## src/rtl/mm_seq_pkg.sv

```systemverilog
// ============================================================================
//  Module      : mm_seq_pkg
//  Description : Shared state encoding and default geometry for the
//                matrix-multiply stream sequencer.
//  Revision    : 1.0 - initial release
// ============================================================================
`default_nettype none

package mm_seq_pkg;

    localparam int C_WIDTH       = 16;
    localparam int C_CHUNK_SIZE  = 4;
    localparam int C_NUM_CORES   = 2;
    localparam int C_NUM_I_WORDS = 4;
    localparam int C_NUM_W_WORDS = 6;
    localparam int C_NUM_O_WORDS = 6;
    localparam int C_I_AW        = 2;
    localparam int C_W_AW        = 3;
    localparam int C_O_AW        = 3;

    localparam logic [7:0] C_BRAM_WE_ALL = 8'hff;

    typedef enum logic [2:0] {
        ST_IDLE    = 3'd0,
        ST_LOAD    = 3'd1,
        ST_START   = 3'd2,
        ST_COMPUTE = 3'd3,
        ST_DRAIN   = 3'd4
    } state_t;

endpackage

`default_nettype wire

```

## src/rtl/mm_out_skid.sv

```systemverilog
// ============================================================================
//  Module      : mm_out_skid
//  Description : Two-entry valid/ready skid buffer with occupancy output.
//  Revision    : 1.0 - initial release
// ============================================================================
`default_nettype none

module mm_out_skid #(
    parameter int DATA_W = 128
) (
    input  logic              aclk,
    input  logic              aresetn,
    input  logic              s_valid,
    output logic              s_ready,
    input  logic [DATA_W-1:0] s_data,
    output logic              m_valid,
    input  logic              m_ready,
    output logic [DATA_W-1:0] m_data,
    output logic [1:0]        occupancy
);

    logic [DATA_W-1:0] r_mem [2];
    logic              r_wptr;
    logic              r_rptr;
    logic [1:0]        r_count;
    logic              w_push;
    logic              w_pop;

    assign s_ready   = (r_count != 2'd2);
    assign m_valid   = (r_count != 2'd0);
    assign m_data    = r_mem[r_rptr];
    assign occupancy = r_count;
    assign w_push    = s_valid && s_ready;
    assign w_pop     = m_valid && m_ready;

    always_ff @(posedge aclk or negedge aresetn) begin
        if (!aresetn) begin
            r_mem[0] <= '0;
            r_mem[1] <= '0;
            r_wptr   <= 1'b0;
            r_rptr   <= 1'b0;
            r_count  <= 2'd0;
        end else begin
            if (w_push) begin
                r_mem[r_wptr] <= s_data;
                r_wptr        <= ~r_wptr;
            end
            if (w_pop) begin
                r_rptr <= ~r_rptr;
            end
            case ({w_push, w_pop})
                2'b10:   r_count <= r_count + 2'd1;
                2'b01:   r_count <= r_count - 2'd1;
                default: r_count <= r_count;
            endcase
        end
    end

endmodule

`default_nettype wire

```

## src/rtl/mm_stream_sequencer.sv

```systemverilog
// ============================================================================
//  Module      : mm_stream_sequencer
//  Description : Loads input/weight streams into core BRAMs, starts the core,
//                waits for done and drains results onto an AXI-Stream master.
//                Optional macro MM_SEQ_PERF_CNT_EN adds perf_cycles.
//  Revision    : 1.0 - initial release
// ============================================================================
`default_nettype none

module mm_stream_sequencer
    import mm_seq_pkg::*;
#(
    parameter int WIDTH       = C_WIDTH,
    parameter int CHUNK_SIZE  = C_CHUNK_SIZE,
    parameter int NUM_CORES   = C_NUM_CORES,
    parameter int NUM_I_WORDS = C_NUM_I_WORDS,
    parameter int NUM_W_WORDS = C_NUM_W_WORDS,
    parameter int NUM_O_WORDS = C_NUM_O_WORDS,
    parameter int I_AW        = C_I_AW,
    parameter int W_AW        = C_W_AW,
    parameter int O_AW        = C_O_AW
) (
    input  logic                                aclk,
    input  logic                                aresetn,
    input  logic                                s_i_tvalid,
    output logic                                s_i_tready,
    input  logic                                s_i_tlast,
    input  logic [WIDTH*CHUNK_SIZE*NUM_CORES-1:0] s_i_tdata,
    input  logic                                s_w_tvalid,
    output logic                                s_w_tready,
    input  logic                                s_w_tlast,
    input  logic [WIDTH*CHUNK_SIZE-1:0]         s_w_tdata,
    output logic                                in_ena,
    output logic [7:0]                          in_wea,
    output logic [I_AW-1:0]                     in_addra,
    output logic [WIDTH*CHUNK_SIZE*NUM_CORES-1:0] in_dina,
    output logic                                wb_ena,
    output logic [7:0]                          wb_wea,
    output logic [W_AW-1:0]                     wb_addra,
    output logic [WIDTH*CHUNK_SIZE-1:0]         wb_dina,
    output logic                                core_start,
    input  logic                                core_done,
    output logic                                out_enb,
    output logic [O_AW-1:0]                     out_addrb,
    input  logic [WIDTH*CHUNK_SIZE*NUM_CORES-1:0] out_doutb,
    output logic                                m_tvalid,
    input  logic                                m_tready,
    output logic                                m_tlast,
    output logic [WIDTH*CHUNK_SIZE*NUM_CORES-1:0] m_tdata,
    output logic                                busy,
    output logic                                err_tlast
`ifdef MM_SEQ_PERF_CNT_EN
    ,
    output logic [31:0]                         perf_cycles
`endif
);

    localparam int C_DW  = WIDTH * CHUNK_SIZE * NUM_CORES;
    localparam int C_ICW = $clog2(NUM_I_WORDS + 1);
    localparam int C_WCW = $clog2(NUM_W_WORDS + 1);
    localparam int C_OCW = $clog2(NUM_O_WORDS + 1);

    localparam logic [C_ICW-1:0] C_I_FULL = C_ICW'(NUM_I_WORDS);
    localparam logic [C_ICW-1:0] C_I_LAST = C_ICW'(NUM_I_WORDS - 1);
    localparam logic [C_WCW-1:0] C_W_FULL = C_WCW'(NUM_W_WORDS);
    localparam logic [C_WCW-1:0] C_W_LAST = C_WCW'(NUM_W_WORDS - 1);
    localparam logic [C_OCW-1:0] C_O_FULL = C_OCW'(NUM_O_WORDS);
    localparam logic [C_OCW-1:0] C_O_LAST = C_OCW'(NUM_O_WORDS - 1);

    state_t             r_state;
    state_t             w_next;
    logic [C_ICW-1:0]   r_i_cnt;
    logic [C_WCW-1:0]   r_w_cnt;
    logic [C_OCW-1:0]   r_rd_cnt;
    logic [C_OCW-1:0]   r_out_cnt;
    logic               r_inflight;
    logic               r_err_tlast;

    logic               w_i_hs;
    logic               w_w_hs;
    logic               w_i_last_bad;
    logic               w_w_last_bad;
    logic               w_rd_issue;
    logic               w_pop;
    logic               w_drain_done;
    logic               w_skid_ready;
    logic               w_skid_valid;
    logic [1:0]         w_occ;
    logic [2:0]         w_pending;

    assign w_i_hs       = s_i_tvalid && s_i_tready;
    assign w_w_hs       = s_w_tvalid && s_w_tready;
    assign w_i_last_bad = s_i_tlast != (r_i_cnt == C_I_LAST);
    assign w_w_last_bad = s_w_tlast != (r_w_cnt == C_W_LAST);
    assign w_pop        = w_skid_valid && m_tready;
    assign w_drain_done = w_pop && (r_out_cnt == C_O_LAST);

    // Words already buffered or on their way, minus the one leaving this cycle
    assign w_pending = {1'b0, w_occ} + {2'b00, r_inflight} - {2'b00, w_pop};

    always_comb begin
        w_next     = r_state;
        s_i_tready = 1'b0;
        s_w_tready = 1'b0;
        core_start = 1'b0;
        w_rd_issue = 1'b0;
        case (r_state)
            ST_IDLE: begin
                if (s_i_tvalid || s_w_tvalid) begin
                    w_next = ST_LOAD;
                end
            end
            ST_LOAD: begin
                s_i_tready = (r_i_cnt < C_I_FULL);
                s_w_tready = (r_w_cnt < C_W_FULL);
                if ((r_i_cnt == C_I_FULL) && (r_w_cnt == C_W_FULL)) begin
                    w_next = ST_START;
                end
            end
            ST_START: begin
                core_start = 1'b1;
                w_next     = ST_COMPUTE;
            end
            ST_COMPUTE: begin
                if (core_done) begin
                    w_next = ST_DRAIN;
                end
            end
            ST_DRAIN: begin
                w_rd_issue = (r_rd_cnt < C_O_FULL) && (w_pending < 3'd2) && w_skid_ready;
                if (w_drain_done) begin
                    w_next = ST_IDLE;
                end
            end
            default: w_next = ST_IDLE;
        endcase
    end

    always_ff @(posedge aclk or negedge aresetn) begin
        if (!aresetn) begin
            r_state     <= ST_IDLE;
            r_i_cnt     <= '0;
            r_w_cnt     <= '0;
            r_rd_cnt    <= '0;
            r_out_cnt   <= '0;
            r_inflight  <= 1'b0;
            r_err_tlast <= 1'b0;
        end else begin
            r_state    <= w_next;
            r_inflight <= w_rd_issue;

            if ((r_state == ST_IDLE) && (w_next == ST_LOAD)) begin
                r_err_tlast <= 1'b0;
            end else if ((w_i_hs && w_i_last_bad) || (w_w_hs && w_w_last_bad)) begin
                r_err_tlast <= 1'b1;
            end

            if (w_i_hs) begin
                r_i_cnt <= r_i_cnt + C_ICW'(1);
            end
            if (w_w_hs) begin
                r_w_cnt <= r_w_cnt + C_WCW'(1);
            end
            if (w_rd_issue) begin
                r_rd_cnt <= r_rd_cnt + C_OCW'(1);
            end
            if (w_pop) begin
                r_out_cnt <= r_out_cnt + C_OCW'(1);
            end

            if (w_drain_done) begin
                r_i_cnt   <= '0;
                r_w_cnt   <= '0;
                r_rd_cnt  <= '0;
                r_out_cnt <= '0;
            end
        end
    end

    // BRAM write ports are combinational with the accepting handshake
    assign in_ena    = w_i_hs;
    assign in_wea    = w_i_hs ? C_BRAM_WE_ALL : 8'h00;
    assign in_addra  = w_i_hs ? I_AW'(r_i_cnt) : '0;
    assign in_dina   = w_i_hs ? s_i_tdata : '0;
    assign wb_ena    = w_w_hs;
    assign wb_wea    = w_w_hs ? C_BRAM_WE_ALL : 8'h00;
    assign wb_addra  = w_w_hs ? W_AW'(r_w_cnt) : '0;
    assign wb_dina   = w_w_hs ? s_w_tdata : '0;

    assign out_enb   = w_rd_issue;
    assign out_addrb = w_rd_issue ? O_AW'(r_rd_cnt) : '0;

    assign m_tvalid  = w_skid_valid;
    assign m_tlast   = w_skid_valid && (r_out_cnt == C_O_LAST);
    assign busy      = (r_state != ST_IDLE);
    assign err_tlast = r_err_tlast;

    mm_out_skid #(
        .DATA_W    (C_DW)
    ) u_out_skid (
        .aclk      (aclk),
        .aresetn   (aresetn),
        .s_valid   (r_inflight),
        .s_ready   (w_skid_ready),
        .s_data    (out_doutb),
        .m_valid   (w_skid_valid),
        .m_ready   (m_tready),
        .m_data    (m_tdata),
        .occupancy (w_occ)
    );

`ifdef MM_SEQ_PERF_CNT_EN
    logic [31:0] r_perf_cycles;

    always_ff @(posedge aclk or negedge aresetn) begin
        if (!aresetn) begin
            r_perf_cycles <= '0;
        end else if (r_state == ST_START) begin
            r_perf_cycles <= '0;
        end else if ((r_state == ST_COMPUTE) && (r_perf_cycles != 32'hFFFF_FFFF)) begin
            r_perf_cycles <= r_perf_cycles + 32'd1;
        end
    end

    assign perf_cycles = r_perf_cycles;
`endif

endmodule

`default_nettype wire

```

## config.mk

```make
export PLATFORM = sky130hd
export DESIGN_NAME = mm_stream_sequencer
export DESIGN_NICKNAME = d
export VERILOG_FILES = /design/src/rtl/mm_seq_pkg.sv /design/src/rtl/mm_out_skid.sv /design/src/rtl/mm_stream_sequencer.sv
export SDC_FILE = /design/constraint.sdc
export NUM_CORES = 1
export LEC_CHECK = 0
export CAP_MARGIN = 20
export CORE_AREA = 4 4 265 267
export CTS_CLUSTER_SIZE = 40
export DETAILED_ROUTE_END_ITERATION = 7
export DIE_AREA = 0 0 269 271
export PLACE_DENSITY = 0.58
export SLEW_MARGIN = 15
export SYNTH_ARGS = -nofsm -noshare
export SYNTH_HDL_FRONTEND = slang
export SYNTH_HIERARCHICAL = 1
export SYNTH_SLANG_ARGS = --single-unit
```

## constraint.sdc

```tcl
create_clock -name aclk -period 3.2 [get_ports aclk]
set_input_delay 0.32 -clock aclk [delete_from_list [all_inputs] [get_ports aclk]]
set_output_delay 0.32 -clock aclk [all_outputs]
set_load 0.02 [all_outputs]
```

==> flow_summary.toml, run 1 <==
[outcome]
status = "finished, violations left"
failed_checks = "setup timing"

[cts]
htreeDepth = 2
cts_sinks = 277
clk_latency_ns = 0.53
cts_tree = "done"
clkTransAtPathRegs_ns = 0.06
clk_path_buf_depth = 3
root_buffer = "clkbuf_16"
cts_buffers = 35

[grt]
antenna_found_initial = 19
grt_overflow = 0
grt_pass1_vias = 12663
grtUsageTotal_pct = 17.4
grt_start_max_net_pins = 84
grt_first_pass_wirelength_um = 92700

[power]
power.internal_mw = 9.53
p_leak_nw = 10.9
p_clk_share_pct = 27.9
p_seq_share_pct = 29.7
combPwrFrac_pct = 42.5
finalPower_mw = 14.6
ir_drop_mv = 0.342
switching_share_pct = 34.9
p_switching_mw = 5.10
powerDensity_nw_per_um2 = 611

[final_layout]
final_cell_area_sq_um = 23900
instances_no_fill = 2644
drive_gt1_share_pct = 29.8
final_common_cell = "clkdlybuf4s50_1"
mostFrequentLayoutCells = "674 x clkdlybuf4s50_1, 275 x dfrtp_1, 232 x mux2_4, 153 x mux2_2, 132 x and3_1"
syn2layout_area_growth_pct = 60.1
fin_util_pct = 35.1
nNetsFinal = 2067

[floorplan]
die_x_um = 269
start_util_pct = 21.9
pin_count = 682
die_area_sq_um = 72900
rows = 96
die_h_um = 271
coreArea_sq_um = 68100

[logic_synthesis]
synth.avg_cell_area_sq_um = 14.2
synth.distinct_cells = 40
synth_nets = 1392
ys_ff_latch = 277
ys_warn_count = 6
synthCells = 1052
synth_seq_area_share_pct = 46.4
netlist_area_sq_um = 14900

[timing]
fin_ws_ns = -0.0384
clock.fmax_mhz = 309
worst_slew_pin_slew_ns = 0.744
slew_viol_final = 0
setup_viol = 4
skew_ns = 0.0161
final.setup.tns_ns = -0.0887
hold_viol = 0
slew_headroom_pct = 50.4
period_minus_slack_ns = 3.24
rsz0062_at_grt = "true"
fin_crit_sh_pct = 101
worst_hold_slack_ns = 0.360

[setup_path]
end_kind = "output port"
crit_fanout = 4
slowest_stage = "dfrtp_2"
path_class = "reg2out"
cp-start-kind = "register"
crit_path_max_incr_delay_ns = 0.40
cp.required_ns = 2.88
path_common_cell = "and2_4"
path_cells = "or2_4, and2_4, ha_4, nand2b_4, fa_2, xor2_2, a2111oi_4, buf_4, and2_4, buf_6"
worstPathArrival_ns = 2.92

[route]
viasPerCell = 4.30
detail_route.wl_per_cell_um = 25.2
drc_errors = 0
drt_pre_antenna_iters = 4
finalWirelength_um = 66600
antenna_left = 0
vias = 11362
drt-initial-drc-count = 561

[placement]
portBuffers = 681
dp.cells = 2564
dp_slack_ns = -0.235
place_area_sq_um = 22600
gp_congestion = 0.990
dp_hpwl_um = 52000

[flow_run]
drv_cap = 0

[worst_hold_path]
hp-class = "in2async"
-- repair_timing --
action                                  4_1_cts  5_1_grt
pin swaps                                     5        2
cloned                                        0        1
hold endpoints to repair                     79        0
resized for setup                            29        7
hold buffers                                  1        0
buffers inserted                              3        3
endpoints found under the setup margin      107      132
-- layout make-up --
type                    count  area, sq um
fillers                  6629        44200
repair buffers            735         7460
multi-input cells         670         7170
flip-flops and latches    277         6940
well taps                 882         1100
clock buffers              45          983
clock inverters            16          204
inverters                   8         30.0
diodes                     11         27.5
-- sequential cells by signal, indices dropped and copies added, names as in the netlist --
signal	cells
r_i_cnt	3
u_out_skid/r_mem	256
r_inflight	1
err_tlast	1
r_rd_cnt	3
u_out_skid/r_wptr	1
r_state	3
u_out_skid/occupancy	2
r_out_cnt	3
r_w_cnt	3
u_out_skid/r_rptr	1
-- synth_stat cells, drive strengths merged --
cell,n,share of area [%]
clkbuf,38,0.95
buf,59,4.9
ha,11,0.92
a21o,1,0.050
o21bai,1,0.050
or3,1,0.042
mux2i,2,0.13
nand2b,4,0.22
and3b,1,0.084
nor3b,1,0.050
fa,1,0.13
nand3,1,0.033
inv,8,0.20
o22ai,2,0.084
a21oi,7,0.23
o21ai,1,0.033
a2111oi,1,0.18
nor2b,1,0.042
and2,75,3.1
dfrtp,277,46
xnor2,7,0.41
and3,134,5.6
or2,1,0.042
nand2,10,0.25
nor4b,1,0.10
nand4,2,0.084
nor2,10,0.25
a21boi,1,0.050
xor2,6,0.35
or3b,2,0.12
mux2,385,35
-- worst max-delay path: cells and delay by family (launching register included) --
family,cells,cell delay [ns]
AND/OR/NAND/NOR,4,0.67
adder cells (fa/ha/maj),2,0.58
buffers and inverters,2,0.29
XOR/XNOR,1,0.17
flip-flops,1,0.40
AO/OA/AOI/OAI,1,0.29
-- power groups by stage --
stage | Clock, mW | Combinational [mW] | Sequential [mW]
floorplan | 0 | 3.29 | 4.23
global placement | 0 | 6.09 | 4.38
detailed placement | 0 | 6.11 | 4.40
CTS | 4.24 | 6.20 | 4.35
global route | 4.36 | 6.57 | 4.41
finish | 4.08 | 6.21 | 4.34
-- per-layer routing --
metal	global-route usage [%]	routed length (um)	up-vias
li1	-	-	5038
met1	20.3	26500	5766
met2	28.9	32100	458
met3	6.58	5690	100
met4	6.75	2320	0
met5	0	0	-
-- cell families (layout without fill, tap and decap cells) --
group	after synthesis	count (layout)	share of synthesized area, %
AOI/OAI and AO/OA	14	14	0.687
buffers and inverters	105	804	6.03
adders and majority gates	12	12	1.06
and+or+nand+nor	244	244	10.1
DFF	277	277	46.4
muxes	387	387	35.0
xor gates and xnor gates	13	13	0.762
other	0	11	0
-- final timing paths --
kind                                          from               endpoint  slack (ns)  cells after the start
max                        u_out_skid/occupancy[1]           out_addrb[1]       -0.04                     10
min                                        aresetn  u_out_skid/r_mem[157]        0.36                      2
max reg2reg                u_out_skid/occupancy[1]            r_rd_cnt[1]        0.55                     11
min reg2reg                      u_out_skid/r_wptr      u_out_skid/r_wptr        0.50                      1
max in group asynchronous                  aresetn  u_out_skid/r_mem[223]        1.93                      3
min in group aclk                    out_doutb[44]  u_out_skid/r_mem[172]        0.43                      2
No activity file was read; power rests on OpenSTA's default activity.
==> run 2, diff against run 1 <==
- CORE_AREA: 4 4 265 267 -> 4 4 260 262
- DIE_AREA: 0 0 269 271 -> 0 0 264 266
- SYNTH_HIERARCHICAL: 1 -> not set
==> flow_summary.toml, run 2 <==
[flow_run]
drv_cap = 0

[timing]
rsz0062_at_grt = "false"
final.setup.tns_ns = 0
clock.fmax_mhz = 328
hold_viol = 0
period_minus_slack_ns = 3.05
fin_ws_ns = 0.147
slew_headroom_pct = 42.0
slew_viol_final = 0
worst_slew_pin_slew_ns = 0.867
setup_viol = 0
fin_crit_sh_pct = 95.4
skew_ns = 0.0188

[logic_synthesis]
synth_top_area_share_pct = 48.4
synthSimpleGateAreaFrac_pct = 10.6
synth_nets = 1399
synth.largest_area_cell = "dfrtp_1"
dominantRegCellSynth = "dfrtp_1"
synthAdderAreaFrac_pct = 0.926
synthXorXnorAreaFrac_pct = 0.489
ys_ff_latch = 277
synth_edf_count = 0
synth_top_family_by_area = "multiplexers"
synthCells = 1061
ys_warn_count = 0
synth.avg_cell_area_sq_um = 13.5
async_reset_ff_share_pct = 100
synth_seq_area_share_pct = 48.4
yosys-top-cells-area = "dfrtp_1 48%, mux2_2 18%, mux2_4 13%"
synth.most_common_cell = "dfrtp_1"
synth.distinct_cells = 43
synth-compound-area-share_pct = 1.02
muxShareOfSynthArea_pct = 33.6
ys_top_cells_by_count = "277 x dfrtp_1, 234 x mux2_2, 132 x and3_1"
netlist_area_sq_um = 14300

[grt]
grtUsageTotal_pct = 16.8
grt_pass1_vias = 12478
grt_first_pass_wirelength_um = 88700
antenna_found_initial = 36
grt_overflow = 0
grt_start_max_net_pins = 84

[floorplan]
die_h_um = 266
die_x_um = 264
die_area_sq_um = 70200
coreArea_sq_um = 65400
rows = 94
start_util_pct = 21.9
pin_count = 682

[placement]
dp_hpwl_um = 47200
dp_slack_ns = -0.00648
portBuffers = 681
gp_congestion = 1.01
place_area_sq_um = 22100

[worst_hold_path]
hp-start = "s_i_tvalid"
hp-class = "in2reg"

[final_layout]
n_fill_cell = 6416
largest_reg_flops = 256
fin_util_pct = 35.8
final_common_cell = "clkdlybuf4s50_1"
mostFrequentLayoutCells = "675 x clkdlybuf4s50_1, 276 x dfrtp_1, 234 x mux2_2, 131 x and3_1, 120 x mux2_4"
drive_gt1_share_pct = 26.8
regMostFlops = "u_out_skid.r_mem"
nNetsFinal = 2062
syn2layout_area_growth_pct = 63.7
final_cell_area_sq_um = 23400

[cts]
clk_latency_ns = 0.55
clk_path_buf_depth = 3
root_buffer = "clkbuf_16"
htreeDepth = 2
cts_buffers = 37
cts_tree = "done"
cts_sinks = 277
clkTransAtPathRegs_ns = 0.05

[outcome]
status = "complete, no violations"

[route]
drt-initial-drc-count = 509
detail_route.wl_per_cell_um = 23.5
antenna_left = 0
drt_pre_antenna_iters = 4
drc_errors = 0
vias = 11429
viasPerCell = 4.31
finalWirelength_um = 62200

[setup_path]
cpLargestDelayFamily = "buffers and inverters"
cp-start-kind = "register"
end_kind = "output port"
crit_buf_inv = 2
path_cells = "nor3b_1, and3_2, buf_12, and2_1, clkdlybuf4s50_1"
path_class = "reg2out"
worstPathArrival_ns = 2.73
slowest_stage = "clkdlybuf4s50_1"
crit_start = "r_state[2]"
cp.required_ns = 2.88
crit_path_max_incr_delay_ns = 0.68
timing.rr.start = "u_out_skid.occupancy[0]"
crit_fanout = 80

[power]
powerDensity_nw_per_um2 = 892
ir_drop_mv = 0.495
p_leak_nw = 10.6
combPwrFrac_pct = 52.4
power.internal_mw = 13.5
switching_share_pct = 35.6
p_switching_mw = 7.44
finalPower_mw = 20.9
p_seq_share_pct = 28.1
p_clk_share_pct = 19.5
run 2: cell types whose count changed in the layout (fill, tap and decap cells not counted), moves of 5 or more:
cell,change
buf_6,-5
diode_2,+25
mux2_2,+81
mux2_4,-112
mux2_1,+31
buf_4,-10
run 2: cells by family after synthesis:
logic type | after synthesis
AOI/OAI and AO/OA | 23
and+or+nand+nor | 248
DFF | 277
buffers and inverters | 108
adders and majority gates | 10
xor gates and xnor gates | 8
muxes | 387
run 2: path summary, 6_finish.rpt:
path / cells after the start / endpoint / slack [ns]
worst min-delay path: 3 / r_state[0] / 0.29
worst max-delay path: 5 / wb_dina[63] / 0.15
max in group asynchronous: 3 / u_out_skid.r_rptr / 1.89
min in group asynchronous: 2 / u_out_skid.r_mem[91] / 0.40
worst min register to register: 1 / u_out_skid.r_mem[137] / 0.48
worst max register to register: 9 / r_rd_cnt[1] / 0.91
run 2: repair_timing:
| action | in CTS | in global routing |
|---|---|---|
| pin swaps | 1 | 1 |
| cloned | 1 | 1 |
| endpoints found under the hold margin | 77 | 0 |
| endpoints found under the setup margin | 13 | 12 |
| hold buffers | 1 | 0 |
| gates resized for setup | 9 | 7 |
| setup buffers | 0 | 2 |
run 2: metal layers:
metal  global-route usage, %  vias to the layer above  routed length (um)
met5                       0                        -                   0
met4                    8.37                        0                3370
met3                    5.25                      107                4870
met2                    29.3                      437               31400
met1                    18.4                     5810               22500
li1                        -                     5075                   -
run 2: tightest hold or removal path, stage by stage:
cell      delay, ns
buf_4          0.25
o21bai_1       0.11
o21ai_0        0.09
run 2: metrics by stage:
stage / std cells / hold slack (ns)
after global routing: 2630 / 0.276
after CTS: 2610 / 0.221
after floorplan: 1061 / 0.0244
final: 2649 / 0.290
after global placement: 2544 / 0.389
after detailed placement: 2544 / 0.400
run 2: area by class of cell:
type,instances,area (sq um),area share (%)
inverter,9,33.8,0.144
timing repair buffer,723,7400,31.6
clock inverter,12,121,0.518
clock buffer,52,1070,4.58
sequential,277,6940,29.6
antenna,36,90.1,0.384
tap,864,1080,4.61
multi-input combinational,676,6710,28.6
run 2: power by group through the flow:
stage          logic [mW]  clock network [mW]  registers [mW]
2_1_floorplan        6.40                   0            5.58
3_3_place_gp         10.8                   0            5.79
3_5_place_dp         10.9                   0            5.91
4_1_cts              11.1                4.25            5.88
5_1_grt              11.5                4.38            6.06
6_report             11.0                4.07            5.89
==> run 3, diff against run 2 <==
- SKIP_LAST_GASP: not set -> 1
- clock period: 3.2 -> 3.65 ns (I/O delays scaled with it)
==> flow_summary.toml, run 3 (synthesis results as in run 2) <==
[floorplan]
start_util_pct = 21.9
coreArea_sq_um = 65400
pin_count = 682
rows = 94
die_x_um = 264
die_area_sq_um = 70200
die_h_um = 266

[final_layout]
nNetsFinal = 2043
largest_reg_flops = 256
final_cell_area_sq_um = 23100
regMostFlops = "u_out_skid.r_mem"
mostFrequentLayoutCells = "675 x clkdlybuf4s50_1, 276 x dfrtp_1, 234 x mux2_2, 131 x and3_1, 120 x mux2_4"
syn2layout_area_growth_pct = 61.6
drive_gt1_share_pct = 25.8
final_common_cell = "clkdlybuf4s50_1"

[grt]
grt_first_pass_wirelength_um = 87500
grt_pass1_vias = 12348
grt_start_max_net_pins = 105
antenna_found_initial = 42
grtUsageTotal_pct = 16.7
grt_overflow = 0

[route]
viasPerCell = 4.23
drt-initial-drc-count = 498
finalWirelength_um = 61800
antenna_left = 0
drt_pre_antenna_iters = 4
wl_met2_um = 31400
top_layer_used = "met4"
wl_met1_um = 21900
drc_errors = 0
detail_route.wl_per_cell_um = 23.6
met3_length_um = 5260
vias = 11099

[flow_run]
drv_cap = 0

[timing]
period_minus_slack_ns = 3.41
worst_slew_pin_slew_ns = 0.866
slew_viol_final = 0
clock.fmax_mhz = 293
skew_ns = 0.0183
rsz0062_at_grt = "false"
fin_crit_sh_pct = 93.5
final.setup.tns_ns = 0
hold_viol = 0
slew_headroom_pct = 42.0
setup_viol = 0

[power]
p_leak_nw = 10.5
powerDensity_nw_per_um2 = 783
ir_drop_mv = 0.320

[worst_hold_path]
worstHoldEndpoint = "r_state[0]"
holdPathStages = 3
hp-start = "s_i_tvalid"
hp-class = "in2reg"

[setup_path]
end_kind = "output port"
worstPathArrival_ns = 3.05
cp.required_ns = 3.28
crit_fanout = 8
r2r_end = "r_rd_cnt[1]"
r2r_cells = 9
reg2reg_slack_ns = 1.09
timing.rr.start = "u_out_skid.occupancy[0]"
path_class = "reg2out"
cp-start-kind = "register"

[placement]
dp_hpwl_um = 47600
gp_congestion = 0.955
place_area_sq_um = 21900
portBuffers = 681

[cts]
clk_latency_ns = 0.53
clkTransAtPathRegs_ns = 0.06
cts_buffers = 34
cts_tree = "done"
cts_sinks = 277
root_buffer = "clkbuf_16"
clk_path_buf_depth = 3
htreeDepth = 2

[outcome]
status = "complete, no violations"
[run 3: cell types whose count changed in the layout (fill, tap and decap cells not counted), moves of 2 or more]
cell and delta:
dlygate4sd2_1 +2, diode_2 -7, bufinv_16 +2, clkdlybuf4s15_2 -2, clkbuf_16 -4, buf_4 -9, buf_12 -4, clkinv_2 +2
clkinvlp_4 -4
[run 3: worst max-delay path by stage]
stage / from / to
floorplan: u_out_skid.occupancy[0] / out_addrb[0]
global placement: m_tready / out_addrb[2]
detailed placement: m_tready / out_addrb[2]
CTS: u_out_skid.occupancy[0] / out_enb
global route: u_out_skid.occupancy[0] / out_addrb[2]
finish: u_out_skid.occupancy[0] / out_addrb[2]
[run 3: metrics by stage]
step / worst slack, ns / hold WS, ns / instances / total power [mW] / utilization (%)
2_1_floorplan: 1.06 / 0.0694 / 1061 / 10.5 / -
3_3_place_gp: 0.242 / 0.462 / 2532 / 14.6 / 33.5
3_5_place_dp: 0.229 / 0.471 / 2532 / 14.8 / 33.5
4_1_cts: 0.0350 / 0.295 / 2594 / 18.4 / 35.3
5_1_grt: 0.0436 / 0.377 / 2617 / 19.1 / 35.4
6_report: 0.237 / 0.357 / 2623 / 18.1 / 35.4
[run 3: cell type report]
type / count / area (sq um)
inverters: 9 / 33.8
well taps: 864 / 1080
multi-input cells: 676 / 6700
fillers: 6453 / 42200
diodes: 29 / 72.6
clock buffers: 49 / 998
repair buffers: 707 / 7180
clock inverters: 12 / 154
flip-flops and latches: 277 / 6940
[run 3: worst max-delay path, cell delays in order (launching register included)]
cell and delay (ns):
dfrtp_1 0.44, nand2b_2 0.27, nor2_2 0.16, o21ai_0 0.13
fa_1 0.52, a21boi_0 0.22, o2111a_2 0.28, and2_1 0.16
dlygate4sd2_1 0.34
[run 3: power by group]
group	internal, mW	switching, mW	total, mW
registers	4.38	0.852	5.23
clock network	2.13	1.35	3.47
logic	5.21	4.22	9.43
total	11.7	6.42	18.1
[run 3: metal layers]
layer,GRT usage (%),up-vias
li1,-,5024
met1,17.7,5562
met2,29.0,415
met3,6.18,98
met4,9.18,0
met5,0,-
[run 3: what timing repair did]
item	CTS	global route
setup endpoints to repair	3	3
endpoints found under the hold margin	100	0
hold buffers	1	0
gates resized for setup	3	2
setup buffers	0	0
